===== src/rtl/sync_fifo_wr_arbiter.sv =====
// Round-robin write-port arbiter in front of a single sync FIFO.
// Each grant may stream up to MAX_BURST words; writes are held off while the FIFO is full.
module sync_fifo_wr_arbiter #(
    parameter int DATA_WIDTH = 32,
    parameter int NUM_REQ    = 4,
    parameter int MAX_BURST  = 4
) (
    input  logic                          clk_i,
    input  logic                          rst_i,
    input  logic [NUM_REQ-1:0]            req_i,
    input  logic [NUM_REQ*DATA_WIDTH-1:0] data_i,
    output logic [NUM_REQ-1:0]            gnt_o,
    output logic [NUM_REQ-1:0]            ack_o,
    input  logic                          fifo_full_i,
    output logic                          fifo_write_o,
    output logic [DATA_WIDTH-1:0]         fifo_wr_data_o,
    output logic                          busy_o
);

    // state | meaning
    // IDLE  | no owner, gnt_o=0, waiting for any request
    // BURST | one producer owns the write port, burst_cnt counts its accepted words

    localparam int RR_W  = $clog2(NUM_REQ);
    localparam int CNT_W = $clog2(MAX_BURST + 1);

    typedef enum logic {IDLE, BURST} state_t;

    typedef struct packed {
        logic            found;
        logic [RR_W-1:0] idx;
    } pick_t;

    state_t               state_q, state_d;
    logic [NUM_REQ-1:0]   gnt_q, gnt_d;
    logic [RR_W-1:0]      owner_q, owner_d;
    logic [RR_W-1:0]      rr_q, rr_d;
    logic [CNT_W-1:0]     burst_cnt_q, burst_cnt_d;
    logic                 busy_q;

    logic [RR_W-1:0]      next_ptr;
    logic [NUM_REQ-1:0]   owner_mask;
    pick_t                pick_idle, pick_rel;
    logic                 owner_req;
    logic                 last_word;

    logic [DATA_WIDTH-1:0] masked_data [NUM_REQ];
    logic [DATA_WIDTH-1:0] data_chain  [NUM_REQ+1];

    // First set bit of mask searching from start upwards, wrapping at NUM_REQ.
    function automatic pick_t pick(input logic [RR_W-1:0] start, input logic [NUM_REQ-1:0] mask);
        pick_t           res;
        logic [RR_W-1:0] pos;
        res = '0;
        pos = start;
        for (int i = 0; i < NUM_REQ; i++) begin
            if (!res.found && mask[pos]) begin
                res.found = 1'b1;
                res.idx   = pos;
            end
            pos = (pos == RR_W'(NUM_REQ - 1)) ? '0 : pos + 1'b1;
        end
        return res;
    endfunction

    assign gnt_o  = gnt_q;
    assign busy_o = busy_q;
    assign ack_o  = gnt_q & req_i & {NUM_REQ{~fifo_full_i}};
    assign fifo_write_o = |ack_o;

    // AND-OR mux keeps the write data at zero when nobody holds the grant.
    assign data_chain[0] = '0;
    for (genvar k = 0; k < NUM_REQ; k++) begin : g_data_mux
        assign masked_data[k]  = gnt_q[k] ? data_i[k*DATA_WIDTH +: DATA_WIDTH] : '0;
        assign data_chain[k+1] = data_chain[k] | masked_data[k];
    end
    assign fifo_wr_data_o = data_chain[NUM_REQ];

    assign next_ptr   = (owner_q == RR_W'(NUM_REQ - 1)) ? '0 : owner_q + 1'b1;
    assign owner_mask = {{(NUM_REQ-1){1'b0}}, 1'b1} << owner_q;
    assign owner_req  = req_i[owner_q];
    assign last_word  = fifo_write_o && (burst_cnt_q == CNT_W'(MAX_BURST - 1));
    assign pick_idle  = pick(rr_q, req_i);
    assign pick_rel   = pick(next_ptr, req_i & ~owner_mask);

    always_comb begin
        state_d     = state_q;
        gnt_d       = gnt_q;
        owner_d     = owner_q;
        rr_d        = rr_q;
        burst_cnt_d = burst_cnt_q;
        if (state_q == IDLE) begin
            if (pick_idle.found) begin
                state_d     = BURST;
                owner_d     = pick_idle.idx;
                gnt_d       = {{(NUM_REQ-1){1'b0}}, 1'b1} << pick_idle.idx;
                burst_cnt_d = '0;
            end
        end else begin
            if (!owner_req || last_word) begin
                rr_d        = next_ptr;
                burst_cnt_d = '0;
                if (pick_rel.found) begin
                    owner_d = pick_rel.idx;
                    gnt_d   = {{(NUM_REQ-1){1'b0}}, 1'b1} << pick_rel.idx;
                end else if (!owner_req) begin
                    state_d = IDLE;
                    gnt_d   = '0;
                end
                // otherwise a sole producer that hit its burst limit keeps the port
            end else if (fifo_write_o) begin
                burst_cnt_d = burst_cnt_q + 1'b1;
            end
        end
    end

    always_ff @(posedge clk_i or posedge rst_i) begin
        if (rst_i) begin
            state_q     <= IDLE;
            gnt_q       <= '0;
            owner_q     <= '0;
            rr_q        <= '0;
            burst_cnt_q <= '0;
            busy_q      <= 1'b0;
        end else begin
            state_q     <= state_d;
            gnt_q       <= gnt_d;
            owner_q     <= owner_d;
            rr_q        <= rr_d;
            burst_cnt_q <= burst_cnt_d;
            busy_q      <= (state_d == BURST);
        end
    end

    a_gnt_onehot0: assert property (@(posedge clk_i) disable iff (rst_i) $onehot0(gnt_o));
    a_ack_onehot0: assert property (@(posedge clk_i) disable iff (rst_i) $onehot0(ack_o));
    a_no_wr_full:  assert property (@(posedge clk_i) disable iff (rst_i) !(fifo_write_o && fifo_full_i));
    a_cnt_range:   assert property (@(posedge clk_i) disable iff (rst_i) burst_cnt_q < CNT_W'(MAX_BURST));

endmodule


===== config.mk =====
export PLATFORM = sky130hd
export DESIGN_NAME = sync_fifo_wr_arbiter
export DESIGN_NICKNAME = d
export VERILOG_FILES = /design/src/rtl/sync_fifo_wr_arbiter.sv
export SDC_FILE = /design/constraint.sdc
export NUM_CORES = 1
export LEC_CHECK = 0
export CAP_MARGIN = 20
export CORE_MARGIN = 8
export CORE_UTILIZATION = 35
export DETAILED_ROUTE_END_ITERATION = 10
export PLACE_DENSITY = 0.95
export SETUP_SLACK_MARGIN = 0.4
export SYNTH_ARGS = -nofsm -noshare
export SYNTH_HDL_FRONTEND = slang
export SYNTH_SLANG_ARGS = --single-unit

===== constraint.sdc =====
create_clock -name clk_i -period 3.5 [get_ports clk_i]
set_clock_uncertainty 0.05 [all_clocks]
set_input_delay 0.7 -clock clk_i [delete_from_list [all_inputs] [get_ports clk_i]]
set_output_delay 0.7 -clock clk_i [all_outputs]
set_load 0.05 [all_outputs]

# Word level (Yosys, flattened, before mapping)
# Index checks and enable logic that the tools add are counted.
[classes]
addsub = 8
order_cmp = 9
eq_ne = 12
shift = 3
muxes = 55
bitwise_logic = 8
reduce_logical = 21
[ops]
columns = ["cell", "count"]
rows = [
  ["$mux W32", 4],
  ["$or A32 B32 Y32", 3],
  ["$mux W3", 12],
  ["$lt A2 B3 Y1 const B", 9],
  ["$mux W2", 11],
  ["$mux W4", 5],
  ["$bmux W1 S2", 9],
  ["$add A2 B1 Y2 const B", 7],
  ["$eq A2 B2 Y1 const B", 7],
  ["$mux W1", 14],
  ["$and A4 B4 Y4", 3],
  ["$shl A1 B2 Y4 const A", 3],
  ["$logic_and A1 B1 Y1", 7],
  ["$logic_not A1 Y1", 7],
  ["$reduce_and A3 Y1", 2],
  ["$ne A2 B1 Y1 const B", 2],
  ["$not A4 Y4", 1],
  ["$reduce_and A2 Y1", 2],
  ["$reduce_or A4 Y1", 1],
  ["$add A3 B1 Y3 const B", 1],
  ["$eq A3 B2 Y1 const B", 1],
  ["$ne A3 B2 Y1 const B", 1],
  ["$ne A3 B3 Y1 const B", 1],
  ["$reduce_bool A2 Y1", 1],
  ["other kinds (2)", 2],
]
[word_totals]
regBits = 12
in_bits = 135
output_inout_bits = 42
elab_cells = 121

# Depth between registers and ports, before layout
# Gate-level depths: netlist of the first run.
[logic_depth]
word_depth = 19
mapped_depth = 12
mapped_depth_nobuf = 8

# Worst setup path before layout of the first run
# No wires, ideal clock.
[synth_path]
path_kind = "input to register"
start = "in req_i[2]"
end = "reg owner_q[0]"
setup_time_ns = 0.119
arrival_ns = 2.700
required_ns = 3.331
setup_slack_ns = 0.631
stages = 7
n_path_buf = 1
path_cell_list = "clkbuf_1 nand2_1 a31oi_1 a21oi_1 a211oi_2 o211ai_1 o21a_1"
[synth_via]
elab_cells_between_ends = 53
classes_between = "2 x eq/ne; 30 x mux; 3 x bitwise; 18 x reduce/logical"
[synth_rtl]
columns = ["item", "line", "text"]
rows = [
  ["start: declaration", "10", "input logic [NUM_REQ-1:0] req_i,"],
  ["$and A4 B4 Y4 (2 in a row)", "68", "assign ack_o = gnt_q & req_i & {NUM_REQ{~fifo_full_i}};"],
  ["$reduce_or A4 Y1", "69", "assign fifo_write_o = |ack_o;"],
  ["net fifo_write_o", "15", "output logic fifo_write_o,"],
  ["$logic_and A1 B1 Y1", "82", "assign last_word = fifo_write_o && (burst_cnt_q == CNT_W'(MAX_BURST - 1));"],
  ["$logic_or A1 B1 Y1", "100", "if (!owner_req || last_word) begin"],
  ["$ne A2 B1 Y1 (no source line)", "-", ""],
  ["$reduce_and A3 Y1 (no source line)", "-", ""],
  ["end signal: assignment", "128", "owner_q <= owner_d;"],
  ["end: declaration", "36", "logic [RR_W-1:0] owner_q, owner_d;"],
]
# The timed path passes the listed nets, and every way through them passes these cells. The select of a mux whose other input is x is not followed.
# A chain may end at the register's enable or synchronous reset.

# Final worst setup path of the first run
[layout_path]
start = "reg gnt_q[2] (netlist: gnt_o[2])"
end = "out fifo_wr_data_o[14]"
[layout_via]
elab_chain_len = 3
[layout_rtl]
columns = ["item", "line", "text"]
rows = [
  ["start: declaration", "35", "logic [NUM_REQ-1:0] gnt_q, gnt_d;"],
  ["start signal: assignment", "127", "gnt_q <= gnt_d;"],
  ["$mux W32", "74", "assign masked_data[k] = gnt_q[k] ? data_i[k*DATA_WIDTH +: DATA_WIDTH] : '0;"],
  ["$or A32 B32 Y32 (2 in a row)", "75", "assign data_chain[k+1] = data_chain[k] | masked_data[k];"],
  ["end: declaration", "16", "output logic [DATA_WIDTH-1:0] fifo_wr_data_o,"],
]
# No other way between the ends.

==> results.ini, run 1 <==
[synth]
yosysSeqAreaShare=0.129
syn_area_sq_um=2340
synth_warnings=0
synth_compound_area_frac=0.442
synth_edf_count=0
synth_mux_area_frac=0.0621
synth_top_family_by_area=compound AO/OA/AOI/OAI gates
synth.net_count=462
async_flop_share=1.00
synthFlopType=dfrtp_1
synthAdderAreaFrac=0.0375
synth_cells=320
synth-simple-area-share=0.242
avgSynthCellArea_sq_um=7.30
ys_seq_elements=12
synth-xor-area-share=0.00375
synth_cell_types=69

[critical_path]
path_cells=buf_4 -> a22oi_1 -> nand2_1 -> clkdlybuf4s50_1
crit_arrival_ns=2.22
end_kind=output pin
critical-path-slowest-cell=clkdlybuf4s50_1
cp-start-kind=flip-flop
worstPathMaxFanout=26
required_ns=2.75
critPathMaxStageDelay_ns=0.83
rr_worst_depth=7
timing.rr.start=rr_q[1]
criticalPathCategory=reg2out
reg2reg_to=gnt_o[0]
r2r_slack_ns=0.69

[global_route]
grt_max_degree=34
grt_pass1_vias=3182
track_usage=0.233
antenna_found_initial=0
grt_pass1_wl_microns=18400
grt-ovfl-total=0

[drt]
wl_per_cell_microns=21.4
drt_iter0_drc=252
wl_met1_microns=4680
wl_met2_microns=6270
vias_per_cell=5.90
drt-total-wl_microns=11900
dr.pass1.iters=5
met3_length_microns=734
ant_nets=0
top_layer=met4
vias=3269
drc=0

[timing]
rsz0062_at_grt=no
tightest_slew_ns=0.642
min_period_ns=2.97
final_hold_viol_count=0
finalSetupTns_ns=0
fin_ws_ns=0.530
maxSlewHeadroom=0.572
fmax_mhz=337
setup_viol=0
finalCritPeriodShare=0.849
final_max_slew_viol_count=0

[power_and_ir_drop]
power_mw=3.48
ir_worst_vdd_uv=673
powerDensity_nw_per_um2=823
p_leak_nw=1.72

[cells_and_area]
layout_commonest_cell=clkdlybuf4s50_1
syn2layout_area_growth_pct=81.1
nets=620
layout-drive-gt1-share=0.0901
diodes=0
final_cell_mix=169 x clkdlybuf4s50_1, 67 x a22oi_1, 49 x nand2_1, 15 x nor2_1, 14 x buf_4

[worst_hold_path]
hp-start=burst_cnt_q[2]
hold_path_end=burst_cnt_q[2]
hold_path.class=reg2reg
hold_depth=1

[die]
io_pins=177
fp.dieH_microns=97.7
start_util=0.366
die-area_sq_um=9540
die_x_microns=97.7
core-area_sq_um=6390
num_rows=29

[flow_run]
drv_cap=0

[cts]
cts_setup_buffers=0
cts_sinks=12
cts_tree=yes
cts_hold_buf=0
h-tree-depth=1
cts_made_buffers=3
clkTransAtPathRegs_ns=0.05
cts_root_buffer=clkbuf_8
cts_buffer_depth=2
clk-insertion-delay-late_ns=0.24

[place]
io_buffers=176
gp_congestion=1.02
hpwl_microns=9620
dp_slack_ns=0.277

[outcome]
status=finished clean

layout make-up:
type,count,area [sq um]
Multi-Input combinational cell,261,1840
Tap cell,77,96.3
Sequential cell,12,302
Clock buffer,4,55.1
Inverter,11,41.3
Fill cell,516,2160
Timing Repair Buffer,189,1900
flip-flops by register name (all words and copies together) (netlist names):
register,flops
owner_q,2
rr_q,2
busy_o,1
gnt_o,4
burst_cnt_q,3
cells by family after synthesis:
| group | after synthesis |
|---|---|
| DFF | 12 |
| adders and majority gates | 7 |
| xor gates and xnor gates | 1 |
| muxes | 9 |
| and+or+nand+nor | 108 |
| AOI/OAI and AO/OA | 136 |
| buffers and inverters | 47 |
how the worst max path moves through the flow:
stage / start / end / slack (ns) / cells after the start
5_1_grt: gnt_o[2] / fifo_wr_data_o[15] / 0.42 / 4
3_3_place_gp: req_i[3] / gnt_o[3] / 0.35 / 7
2_1_floorplan: req_i[2] / owner_q[0] / 0.63 / 7
4_1_cts: gnt_o[1] / fifo_wr_data_o[14] / 0.42 / 4
3_5_place_dp: req_i[3] / gnt_o[1] / 0.28 / 6
6_report: gnt_o[2] / fifo_wr_data_o[14] / 0.53 / 4
where the power goes:
part / leakage (nW) / internal [mW] / total, mW / switching, mW
Sequential: 0.150 / 0.192 / 0.286 / 0.0942
Combinational: 1.54 / 1.19 / 3.05 / 1.86
Clock: 0.0288 / 0.0994 / 0.150 / 0.0510
metal layers:
metal  GRT usage  vias up
met5           0        -
met4      0.0303        0
met3      0.0526       16
met2       0.430      161
met1       0.271     1546
li1            -     1546
what timing repair did:
action | in CTS | in global routing
hold endpoints to repair | 0 | 0
pin swaps | 0 | 0
resized for setup | 1 | 2
endpoints found under the setup margin | 1 | 22
synthesized netlist by cell type, types with 3 or more instances:
library cell / n / area share
o31ai_1: 3 / 0.0096
nor2_1: 15 / 0.024
a22oi_1: 67 / 0.22
nand2b_1: 5 / 0.013
nor3_1: 4 / 0.0086
ha_1: 7 / 0.037
a21o_1: 3 / 0.0096
mux4_2: 4 / 0.039
and3_1: 3 / 0.0080
o21ai_1: 3 / 0.0064
o21ai_0: 12 / 0.026
nand2_1: 49 / 0.079
buf_2: 5 / 0.011
inv_1: 11 / 0.018
mux2_2: 4 / 0.019
nor2b_1: 4 / 0.011
nand3_1: 3 / 0.0064
a22o_1: 4 / 0.015
dfrtp_1: 12 / 0.13
a31oi_1: 3 / 0.0080
clkbuf_1: 29 / 0.047
o2111ai_1: 3 / 0.011
a21oi_1: 6 / 0.013
critical path: cells and delay by family, from the launching register on:
family                 cells  cell delay (ns)
buffers and inverters      2             1.19
AOI/OAI and AO/OA          1             0.15
and+or+nand+nor            1             0.10
DFF                        1             0.54
through the flow:
stage | hold WS (ns) | area (sq um) | utilization | instances
final | 0.453 | 4230 | 0.662 | 554
after global routing | 0.465 | 4230 | 0.662 | 554
after CTS | 0.452 | 4230 | 0.662 | 554
after detailed placement | 0.437 | 4170 | 0.653 | 550
after global placement | 0.433 | 4170 | 0.653 | 550
after floorplan | 0.416 | 2340 | - | 320
Note: power is estimated with default switching activity, not from simulation.
==> run 2: changes to the inputs <==
==> constraint.sdc (replaced) <==
create_clock -name clk_i -period 2.9 [get_ports clk_i]
set_clock_uncertainty 0.05 [all_clocks]
set_input_delay 0.58 -clock clk_i [delete_from_list [all_inputs] [get_ports clk_i]]
set_output_delay 0.58 -clock clk_i [all_outputs]
set_load 0.05 [all_outputs]
==> run 2 against run 1 <==
Effect of this change: cell area up 3.3%; non-clock buffer count up 12; die area unchanged; clock-buffer cell count unchanged; combinational power up 26%; sequential share of layout area down 0.22 points; total power up 24%; cell count up 2.2%; clock power up 19%; global-route usage up 0.15 points; sequential power up 3%.
==> results.ini, run 2 (synthesis gave the netlist of run 1 again) <==
[cells_and_area]
final_cell_mix=131 x clkdlybuf4s50_1, 66 x a22oi_1, 57 x buf_4, 49 x nand2_1
largest_register_ffs=4
syn2layout_area_growth_pct=87.0
final_cell_area_sq_um=4370
fin_util=0.684
layout-drive-gt1-share=0.213
layout_commonest_cell=clkdlybuf4s50_1
diodes=0
nets=632

[critical_path]
worstPathMaxFanout=6
crit_arrival_ns=2.51
cp-start-kind=flip-flop
required_ns=2.98
end_kind=flip-flop
criticalPathCategory=reg2reg

[cts]
cts_root_buffer=clkbuf_8
cts_made_buffers=3
clkTransAtPathRegs_ns=0.05
cts_buffer_depth=2
cts_hold_buf=0
clk-insertion-delay-late_ns=0.24
cts_tree=yes
cts_sinks=12
h-tree-depth=1
cts_setup_buffers=0

[power_and_ir_drop]
power_frac_comb=0.890
p_switching_mw=2.44
p_leak_nw=1.86
swShare=0.565
powerDensity_nw_per_um2=990
p_int_mw=1.88
seqPwrFrac=0.069
p_clk_frac=0.041
ir_worst_vdd_uv=928

[place]
gp_congestion=0.976
io_buffers=176
place_area_sq_um=4230
hpwl_microns=9480

[timing]
min_period_ns=2.44
setup_viol=0
rsz0062_at_grt=yes
finalCritPeriodShare=0.840
fmax_mhz=411
final_max_slew_viol_count=0
final_hold_viol_count=0
maxSlewHeadroom=0.646
tightest_slew_ns=0.529

[global_route]
grt_max_degree=36
antenna_found_initial=0
track_usage=0.235
grt-ovfl-total=0
grt_pass1_wl_microns=18700
grt_pass1_vias=3396

[die]
fp.dieH_microns=97.7
num_rows=29
die-area_sq_um=9540
io_pins=177
die_x_microns=97.7
start_util=0.366
core-area_sq_um=6390

[worst_hold_path]
hold_path.class=reg2reg

[drt]
drt-total-wl_microns=11800
wl_per_cell_microns=20.9
ant_nets=0
drt_iter0_drc=215
vias=3348
dr.pass1.iters=5
drc=0
vias_per_cell=5.92

[outcome]
status=finished clean

[flow_run]
drv_cap=0

[run 2: cell count changes in the layout (fill, tap and decap cells not counted), sizes merged]
cell | previous run | this run
bufbuf | 0 | 2
dlygate4sd2 | 1 | 3
clkdlybuf4s50 | 169 | 131
buf | 18 | 64
dlymetal6s2s | 1 | 0
clkbuf | 4 | 5
[run 2: cell type report]
type	instances	area (sq um)
Inverter	11	48.8
Multi-Input combinational cell	261	1890
Timing Repair Buffer	201	1980
Clock buffer	4	55.1
Sequential cell	12	302
Tap cell	77	96.3
Fill cell	478	2020
[run 2: power by group through the flow]
stage          clock [mW]  combinational (mW)  sequential (mW)
3_5_place_dp            0                3.76            0.287
3_3_place_gp            0                3.69            0.285
2_1_floorplan           0                2.63            0.346
4_1_cts             0.183                3.80            0.288
5_1_grt             0.192                4.12            0.303
6_report            0.178                3.85            0.296
[run 2: metrics by stage]
| step | instances | power (mW) | setup slack, ns | TNS [ns] | hold slack [ns] |
|---|---|---|---|---|---|
| finish | 566 | 4.32 | 0.465 | 0 | 0.453 |
| detailed placement | 560 | 4.04 | -0.0330 | -0.0644 | 0.443 |
| floorplan | 320 | 2.98 | 0.369 | 0 | 0.395 |
| global placement | 560 | 3.98 | 0.0192 | 0 | 0.436 |
| CTS | 566 | 4.27 | 0.413 | 0 | 0.455 |
| global route | 566 | 4.62 | 0.396 | 0 | 0.475 |
[run 2: worst max-delay path, cell delays in order (launching register included)]
cell and delay, ns:
dfrtp_2 0.47, ha_2 0.25, or4b_4 0.49, a21boi_4 0.16, and4_1 0.20, a211o_1 0.28
and2_4 0.15, a221o_1 0.28
[run 2: repair_timing]
| item | CTS | global route |
|---|---|---|
| resized for setup | 9 | 6 |
| endpoints found under the setup margin | 8 | 9 |
| cloned | 2 | 0 |
[run 2: worst paths after layout]
path                                start              to  slack [ns]  depth (start not counted)
max in group asynchronous           rst_i      owner_q[0]        1.86                          2
min reg2reg                burst_cnt_q[2]  burst_cnt_q[2]        0.45                          1
min in group asynchronous           rst_i  burst_cnt_q[2]        0.60                          2
max                            owner_q[0]        gnt_o[3]        0.46                          7
max reg2reg                    owner_q[0]        gnt_o[3]        0.46                          7
min                        burst_cnt_q[2]  burst_cnt_q[2]        0.45                          1
[run 2: per-layer routing]
| layer | vias to the layer above | part of all wire | routed length, microns | global-route usage |
|---|---|---|---|---|
| met2 | 169 | 0.53 | 6220 | 0.438 |
| li1 | 1578 | - | - | - |
| met1 | 1587 | 0.38 | 4470 | 0.270 |
| met4 | 0 | 0.015 | 172 | 0.0396 |
| met5 | - | 0 | 0 | 0 |
| met3 | 14 | 0.081 | 960 | 0.0455 |
